`src/rtl/pll_pkg.sv`:
```
// Shared types and defaults for the phase error detector: FSM state encoding
// and the default counter width / timeout.
package pll_pkg;

  typedef enum logic [1:0] {
    IDLE      = 2'd0,
    REF_FIRST = 2'd1,
    FB_FIRST  = 2'd2
  } pd_state_t;

  localparam int CNT_WIDTH_DEF = 8;
  localparam int MAX_WAIT_DEF  = 200;

endpackage

```
`src/rtl/edge_detect.sv`:
```
// Rising-edge flag for a clock sampled as data, with an optional two-flop
// synchronizer in front (PHASE_DET_SYNC_EN).
module edge_detect (
  input  logic clk,
  input  logic reset,
  input  logic i_in,
  output logic o_rise
);

  logic w_in;

`ifdef PHASE_DET_SYNC_EN
  localparam logic [1:0] ARM_CYC = 2'd3;
  logic r_s1, r_s2;

  always_ff @(posedge clk or posedge reset) begin
    if (reset) begin
      r_s1 <= 1'b0;
      r_s2 <= 1'b0;
    end else begin
      r_s1 <= i_in;
      r_s2 <= r_s1;
    end
  end

  assign w_in = r_s2;
`else
  localparam logic [1:0] ARM_CYC = 2'd1;
  assign w_in = i_in;
`endif

  logic       r_prev;
  logic [1:0] r_arm;

  // Edges are ignored until the history holds a real post-reset sample, so an
  // input that is already high when reset releases is not seen as a rise.
  always_ff @(posedge clk or posedge reset) begin
    if (reset) begin
      r_prev <= 1'b0;
      r_arm  <= 2'd0;
    end else begin
      r_prev <= w_in;
      if (r_arm != ARM_CYC) r_arm <= r_arm + 2'd1;
    end
  end

  assign o_rise = (r_arm == ARM_CYC) & w_in & ~r_prev;

endmodule

```
`src/rtl/phase_error_detector.sv`:
```
// Measures the cycle distance between rising edges of ref_in and fb_in and
// reports it as a signed error. Optional input synchronizers: PHASE_DET_SYNC_EN.
module phase_error_detector
  import pll_pkg::*;
#(
  parameter int CNT_WIDTH = CNT_WIDTH_DEF,
  parameter int MAX_WAIT  = MAX_WAIT_DEF
) (
  input  logic                 clk,
  input  logic                 reset,
  input  logic                 ref_in,
  input  logic                 fb_in,
  output logic [CNT_WIDTH:0]   err_out,
  output logic                 err_valid,
  output logic                 up,
  output logic                 dn,
  output logic                 timeout
);

  localparam logic [CNT_WIDTH-1:0] MAXW = CNT_WIDTH'(MAX_WAIT);
  localparam logic [CNT_WIDTH-1:0] ONE  = CNT_WIDTH'(1);

  logic w_ref_rise, w_fb_rise;

  edge_detect u_ref_edge (.clk(clk), .reset(reset), .i_in(ref_in), .o_rise(w_ref_rise));
  edge_detect u_fb_edge  (.clk(clk), .reset(reset), .i_in(fb_in),  .o_rise(w_fb_rise));

  pd_state_t            r_state, w_nstate;
  logic [CNT_WIDTH-1:0] r_cnt, w_ncnt, w_inc;
  logic [CNT_WIDTH:0]   r_err, w_nerr, w_mag;
  logic                 r_valid, r_up, r_dn, r_to;
  logic                 w_load, w_neg, w_to, w_partner, w_leader;

  assign w_inc = (r_cnt == '1) ? r_cnt : r_cnt + ONE;
  assign w_mag = {1'b0, r_cnt};

  always_comb begin
    w_nstate  = r_state;
    w_ncnt    = r_cnt;
    w_load    = 1'b0;
    w_neg     = 1'b0;
    w_to      = 1'b0;
    w_nerr    = '0;
    w_partner = (r_state == REF_FIRST) ? w_fb_rise  : w_ref_rise;
    w_leader  = (r_state == REF_FIRST) ? w_ref_rise : w_fb_rise;
    case (r_state)
      IDLE: begin
        w_ncnt = '0;
        if (w_ref_rise && w_fb_rise) begin
          w_load = 1'b1;
        end else if (w_ref_rise) begin
          w_nstate = REF_FIRST;
          w_ncnt   = ONE;
        end else if (w_fb_rise) begin
          w_nstate = FB_FIRST;
          w_ncnt   = ONE;
        end
      end
      REF_FIRST, FB_FIRST: begin
        // Partner edge wins over a same-cycle leader edge; timeout wins over slip.
        if (w_partner || (r_cnt == MAXW)) begin
          w_load   = 1'b1;
          w_to     = ~w_partner;
          w_neg    = (r_state == FB_FIRST);
          w_nerr   = w_neg ? (~w_mag + 1'b1) : w_mag;
          w_nstate = IDLE;
          w_ncnt   = '0;
        end else if (w_leader) begin
          w_ncnt = ONE;
        end else begin
          w_ncnt = w_inc;
        end
      end
      default: begin
        w_nstate = IDLE;
        w_ncnt   = '0;
      end
    endcase
  end

  always_ff @(posedge clk or posedge reset) begin
    if (reset) begin
      r_state <= IDLE;
      r_cnt   <= '0;
      r_err   <= '0;
      r_valid <= 1'b0;
      r_to    <= 1'b0;
      r_up    <= 1'b0;
      r_dn    <= 1'b0;
    end else begin
      r_state <= w_nstate;
      r_cnt   <= w_ncnt;
      r_valid <= w_load;
      r_to    <= w_to;
      r_up    <= (w_nstate == REF_FIRST);
      r_dn    <= (w_nstate == FB_FIRST);
      if (w_load) r_err <= w_nerr;
    end
  end

  assign err_out   = r_err;
  assign err_valid = r_valid;
  assign timeout   = r_to;
  assign up        = r_up;
  assign dn        = r_dn;

endmodule

```
`config.mk`:
```
export PLATFORM = sky130hd
export DESIGN_NAME = phase_error_detector
export DESIGN_NICKNAME = d
export VERILOG_FILES = /design/src/rtl/pll_pkg.sv /design/src/rtl/edge_detect.sv /design/src/rtl/phase_error_detector.sv
export SDC_FILE = /design/constraint.sdc
export NUM_CORES = 1
export LEC_CHECK = 0
export CAP_MARGIN = 20
export CELL_PAD_IN_SITES_DETAIL_PLACEMENT = 1
export CELL_PAD_IN_SITES_GLOBAL_PLACEMENT = 2
export CORE_MARGIN = 5
export CORE_UTILIZATION = 30
export DETAILED_ROUTE_END_ITERATION = 12
export HOLD_SLACK_MARGIN = 0.05
export PLACE_DENSITY = 0.74
export SYNTH_ARGS = -nofsm -noshare
export SYNTH_HDL_FRONTEND = slang
export SYNTH_SLANG_ARGS = --single-unit
export TNS_END_PERCENT = 10
```
`constraint.sdc`:
```
create_clock -name clk -period 3.1 [get_ports clk]
set_clock_uncertainty 0.1 [all_clocks]
set_input_delay 0.62 -clock clk [delete_from_list [all_inputs] [get_ports clk]]
set_output_delay 0.62 -clock clk [all_outputs]
set_load 0.02 [all_outputs]
```
# --- Yosys cells after proc, flatten, opt, wreduce, memory -nomap -nowiden ---
# Index checks and enable logic that the tools add are counted.
totals:
  reg_bits: 29
  wordCells: 60
op_classes:
  addsub: 4
  n_eq_ne: 11
  n_mux: 22
  n_bitwise: 8
  n_reduce_logical: 4
op_table:
  columns: ["op", "n"]
  rows:
  - ["2-to-1 mux 9 bit", 3]
  - ["2-to-1 mux 8 bit", 3]
  - ["equality test 8 bit, second input constant", 2]
  - ["one-hot mux 8 bit (2 select lines)", 1]
  - ["adder 9 x 1 -> 9 bit, second input constant", 1]
  - ["2-to-1 mux 1 bit", 9]
  - ["NOT 8 -> 9 bit", 1]
  - ["adder 8 x 1 -> 8 bit, second input constant", 1]
  - ["equality test 2 x 1 -> 1 bit, second input constant", 4]
  - ["2-to-1 mux 2 bit", 4]
  - ["adder 2 x 1 -> 2 bit, second input constant", 2]
  - ["bitwise AND 1 bit", 4]
  - ["equality test 2 bit, second input constant", 2]
  - ["!= test 2 x 1 -> 1 bit, second input constant", 2]
  - ["!= test 4 bit, second input constant", 1]
  - ["one-hot mux 2 bit (2 select lines)", 1]
  - ["NOT 1 bit", 3]
  - ["zero test 2 bit", 1]
  - ["one-hot mux 1 bit (2 select lines)", 1]
  - ["OR reduction 2 bit", 1]
  - ["logical AND 1 bit", 1]
  - ["logical OR 1 bit", 1]

# --- Depth between registers and ports, before layout ---
logic_depth:
  depth_word: 8
  mapped_depth: 9
  ltp_nobuf: 9

# --- Modules after synthesis ---
# From an unflattened synthesis, not the netlist that was laid out.
hier_totals:
  cells_unflattened: 158
  hier_area_um2: 1636.6
modules_own_cells:
  columns: ["module", "instances", "cells_each", "area_per_inst_um2"]
  rows:
  - ["phase_error_detector", 1, 138, 1393.8]
  - ["edge_detect", 2, 10, 121.4]

# --- Worst setup path before layout ---
# No wires, ideal clock.
synth_path:
  path_type: "reg2reg"
  start: "register u_fb_edge.r_arm[1]"
  end: "register r_dn (netlist: dn)"
  setup_ns: 0.120
  arrival_time_ns: 1.847
  required_time_ns: 2.880
  setup_slack_ns: 1.033
  stages_incl_launch_ff: 10
  period_less_slack_ns: 2.067
  path_cell_list: "dfrtp_1 inv_1 ha_1 and3b_1 buf_6 ha_1 and4bb_2 o221ai_1 o41ai_4 and3_1"
synth_between:
  elab_chain_cells: 8
  elab_cells_between_ends: 12
synth_lines:
  columns: ["element", "line", "rtl"]
  rows:
  - ["from (decl)", "edge_detect.sv:33", "logic [1:0] r_arm;"]
  - ["from (signal assigned)", "edge_detect.sv:43", "if (r_arm != ARM_CYC) r_arm <= r_arm + 2'd1;"]
  - ["equality test 2 x 1 -> 1 bit *", "edge_detect.sv:47", "assign o_rise = (r_arm == ARM_CYC) & w_in & ~r_prev;"]
  - ["bitwise AND 1 bit * (2 in series)", "edge_detect.sv:47", null]
  - ["2-to-1 mux 2 bit or 2-to-1 mux 1 bit (tied branches)", "phase_error_detector.sv:54, phase_error_detector.sv:44", null]
  - ["2-to-1 mux 2 bit or logical OR 1 bit (tied branches)", "phase_error_detector.sv:51, phase_error_detector.sv:61", null]
  - ["2-to-1 mux 2 bit (on tied branches)", "phase_error_detector.sv:49, phase_error_detector.sv:61", null]
  - ["one-hot mux 2 bit (2 select lines) *", "phase_error_detector.sv:46", "case (r_state)"]
  - ["named net w_nstate[1]", "phase_error_detector.sv:28", "pd_state_t r_state, w_nstate;"]
  - ["equality test 2 bit *", "phase_error_detector.sv:96", "r_dn <= (w_nstate == FB_FIRST);"]
  - ["to (signal assigned)", "phase_error_detector.sv:96", null]
  - ["to (decl)", "phase_error_detector.sv:31", "logic r_valid, r_up, r_dn, r_to;"]
# The timed path passes the listed nets; every way through them passes the cells marked *.
# A chain may end at the register's enable or synchronous reset.

# --- Worst setup path in the final report ---
layout_path:
  start: "input ref_in"
  end: "register r_dn (netlist: dn)"
layout_between:
  elab_chain_cells: 7
  elab_cells_between_ends: 10
layout_lines:
  columns: ["element", "line", "rtl"]
  rows:
  - ["from (decl)", "phase_error_detector.sv:11", "input logic ref_in,"]
  - ["bitwise AND 1 bit * (2 in series)", "edge_detect.sv:47", null]
  - ["2-to-1 mux 1 bit", "phase_error_detector.sv:44", "w_partner = (r_state == REF_FIRST) ? w_fb_rise : w_ref_rise;"]
  - ["logical OR 1 bit", "phase_error_detector.sv:61", "if (w_partner || (r_cnt == MAXW)) begin"]
  - ["2-to-1 mux 2 bit", "phase_error_detector.sv:61", null]
  - ["one-hot mux 2 bit (2 select lines) *", "phase_error_detector.sv:46", null]
  - ["named net w_nstate[1]", "phase_error_detector.sv:28", null]
  - ["equality test 2 bit *", "phase_error_detector.sv:96", null]
# Marked as above.

==> flow_summary.yaml <==
outcome:
  status: "completed"
timing:
  tns_ns: 0
  finalMaxSlewViolations: 0
  postLayoutSetupSlackWorst_ns: 0.542
  slew_headroom: 0.639
  hold_viol_final: 0
  finalSetupViolations: 0
  finalHoldWorstSlack_ns: 0.390
  rsz0062_at_grt: "false"
  worst_pin_slew_ns: 0.538
  fmax_ghz: 0.391
  finalCritPeriodShare: 0.825
  period_minus_slack_ns: 2.56
cts:
  ctsHtreeMaxLevel: 2
  clk_pin_slew_ns: 0.06
  postCtsHoldBufs: 0
  cts-root-buf: "clkbuf_8"
  clock_latency_ns: 0.28
  cts-buffers-inserted: 5
  cts_resized: 0
  cts_setup_buffers: 0
  cts.sinks: 29
  cts_tree: "built"
  cts_max_path_buffers: 2
floorplanning:
  ioPinCount: 17
  fp.dieW_um: 84.8
  initial_core_util: 0.307
  num_rows: 27
  dieHeight_um: 84.8
  die_area_sq_um: 7190
  core-area_sq_um: 5470
setup_path:
  crit_chain: "clkdlybuf4s50_1 > nand3b_1 > inv_1 > ha_1 > and4bb_2 > o221ai_1 > o41ai_4 > and3_1"
  max_stage_delay_ns: 0.48
  required_ns: 3.16
  critPathSlowestCell: "clkdlybuf4s50_1"
  arrival_ns: 2.62
  worstSetupEndpointType: "flop"
  crit_type: "primary input to flop"
  cp_max_fo: 5
  critPathLaunchType: "primary input"
worst_hold_path:
  hp-class: "flop to flop"
route:
  via_per_inst: 5.11
  top_layer_used: "met4"
  vias: 1273
  drt-total-wl_mm: 3.71
  drc_errors: 0
  met2WireLength_mm: 1.89
  drt-initial-drc-count: 30
  met3RoutedLength_um: 124
  ant_nets: 0
  wl_met1_mm: 1.54
  wire_per_inst_um: 14.9
  drtPass1Iterations: 3
placed_design:
  dpl.hpwl_mm: 2.86
  dpl_worst_slack_ns: 0.271
  io_buffer_count: 16
  gp_congestion: 0.852
global_routing:
  grt_pass1_vias: 1349
  antenna_found_initial: 0
  grt_usage: 0.110
  grt_max_degree: 30
  gr-total-overflow: 0
  grt_pass1_wl_mm: 6.27
final_layout:
  layout_common_cells: "29 x dfrtp_1, 20 x nand2_1, 16 x clkdlybuf4s50_1"
  area_delta_synth_final_pct: 16.6
  num-nets-final: 190
  diodes: 0
  mostFrequentLayoutCell: "dfrtp_1"
  drive_above_1_share: 0.102
power_and_ir_drop:
  cellLeakagePower_nw: 0.894
  p_seq_frac: 0.355
  p_int_uw: 956
  netSwitchingPower_uw: 580
  power_frac_clock: 0.199
  ir_worst_vdd_mv: 0.242
  p_comb_frac: 0.446
  switching_share: 0.378
  power_density_nw_per_um2: 785
logic_synthesis:
  synth.distinct_cells: 47
  synth-seq-cells: 29
  syn_area_sq_um: 1680
  ys_seq_area_frac: 0.433
  synthesis.nets: 174
  synth-main-ff-cell: "dfrtp_1"
  postSynthAreaPerCell_sq_um: 10.4
  synthCells: 161
  synth_edf_count: 0
  synthArstFlopShare: 1.00
  yosys_warnings: 0
job:
  drv_cap: 0
area by class of cell:
class / instances / area, sq um
Timing Repair Buffer: 18 / 175
Multi-Input combinational cell: 113 / 841
Tap cell: 72 / 90.1
Sequential cell: 29 / 726
Clock buffer: 7 / 86.3
Inverter: 10 / 37.5
Fill cell: 629 / 3520
layer usage:
layer	track usage	up-vias
met2	0.186	29
li1	-	601
met4	0.0705	0
met3	0.0285	16
met5	0	-
met1	0.120	627
logic make-up (layout without fill, tap and decap cells):
group / after synthesis / after routing / share of synthesized area
compound gates: 32 / 32 / 0.142
xor+xnor: 8 / 8 / 0.0418
fa+ha+maj: 9 / 9 / 0.0671
buf+inv: 19 / 35 / 0.0664
flops: 29 / 29 / 0.433
mux: 12 / 12 / 0.0746
simple gates: 52 / 52 / 0.175
sequential cells by signal, indices dropped and copies added, names as in the netlist:
name / cells
dn: 1
err_out: 9
err_valid: 1
r_cnt: 8
r_state: 2
timeout: 1
u_fb_edge.r_arm: 2
u_fb_edge.r_prev: 1
u_ref_edge.r_arm: 2
u_ref_edge.r_prev: 1
up: 1
per-stage QoR:
step           cells  cell area (sq um)  power [mW]  utilization
6_report         249               1960        1.54        0.357
5_1_grt          249               1960        1.64        0.357
3_5_place_dp     242               1870        1.25        0.342
3_3_place_gp     242               1870        1.22        0.342
4_1_cts          249               1960        1.56        0.357
2_1_floorplan    161               1680        1.01            -
critical path: cells and delay by family:
kind                       cells  cell delay, ns
AOI/OAI and AO/OA              2            0.46
adders and majority gates      1            0.25
and+or+nand+nor                3            0.60
buffers and inverters          2            0.68
power by group through the flow:
| stage | clock network [mW] | logic (mW) | registers, mW |
|---|---|---|---|
| floorplan | 0 | 0.391 | 0.617 |
| global placement | 0 | 0.678 | 0.544 |
| detailed placement | 0 | 0.695 | 0.554 |
| CTS | 0.318 | 0.698 | 0.548 |
| global route | 0.332 | 0.750 | 0.559 |
| finish | 0.306 | 0.685 | 0.545 |
worst paths after layout:
check,start,end,slack [ns],depth (start not counted)
min in group asynchronous,reset,err_out[2],0.65,3
setup reg to reg,u_ref_edge.r_arm[1],dn,0.69,9
hold / removal,u_fb_edge.r_arm[0],u_fb_edge.r_arm[0],0.39,1
hold reg to reg,u_fb_edge.r_arm[0],u_fb_edge.r_arm[0],0.39,1
max in group asynchronous,reset,u_fb_edge.r_prev,1.98,3
setup / recovery,ref_in,dn,0.54,8
synth_stat cells (all sizes together) (2+ instances only):
cell type  count  share of area
o41ai          2          0.022
nand2         20          0.045
xor2           4          0.021
inv           10          0.022
ha             9          0.067
o21ai          9          0.029
o31ai          3          0.013
dfrtp         29           0.43
or3            4          0.015
and3           3          0.011
nand4          3          0.020
nand3          3         0.0089
nor2           5          0.011
clkbuf         2         0.0052
nor3           3         0.0089
xnor2          4          0.021
mux2i         11          0.066
a21oi          7          0.021
a31oi          3          0.011
buf            7          0.039
Power figures use the tool's default switching activity.
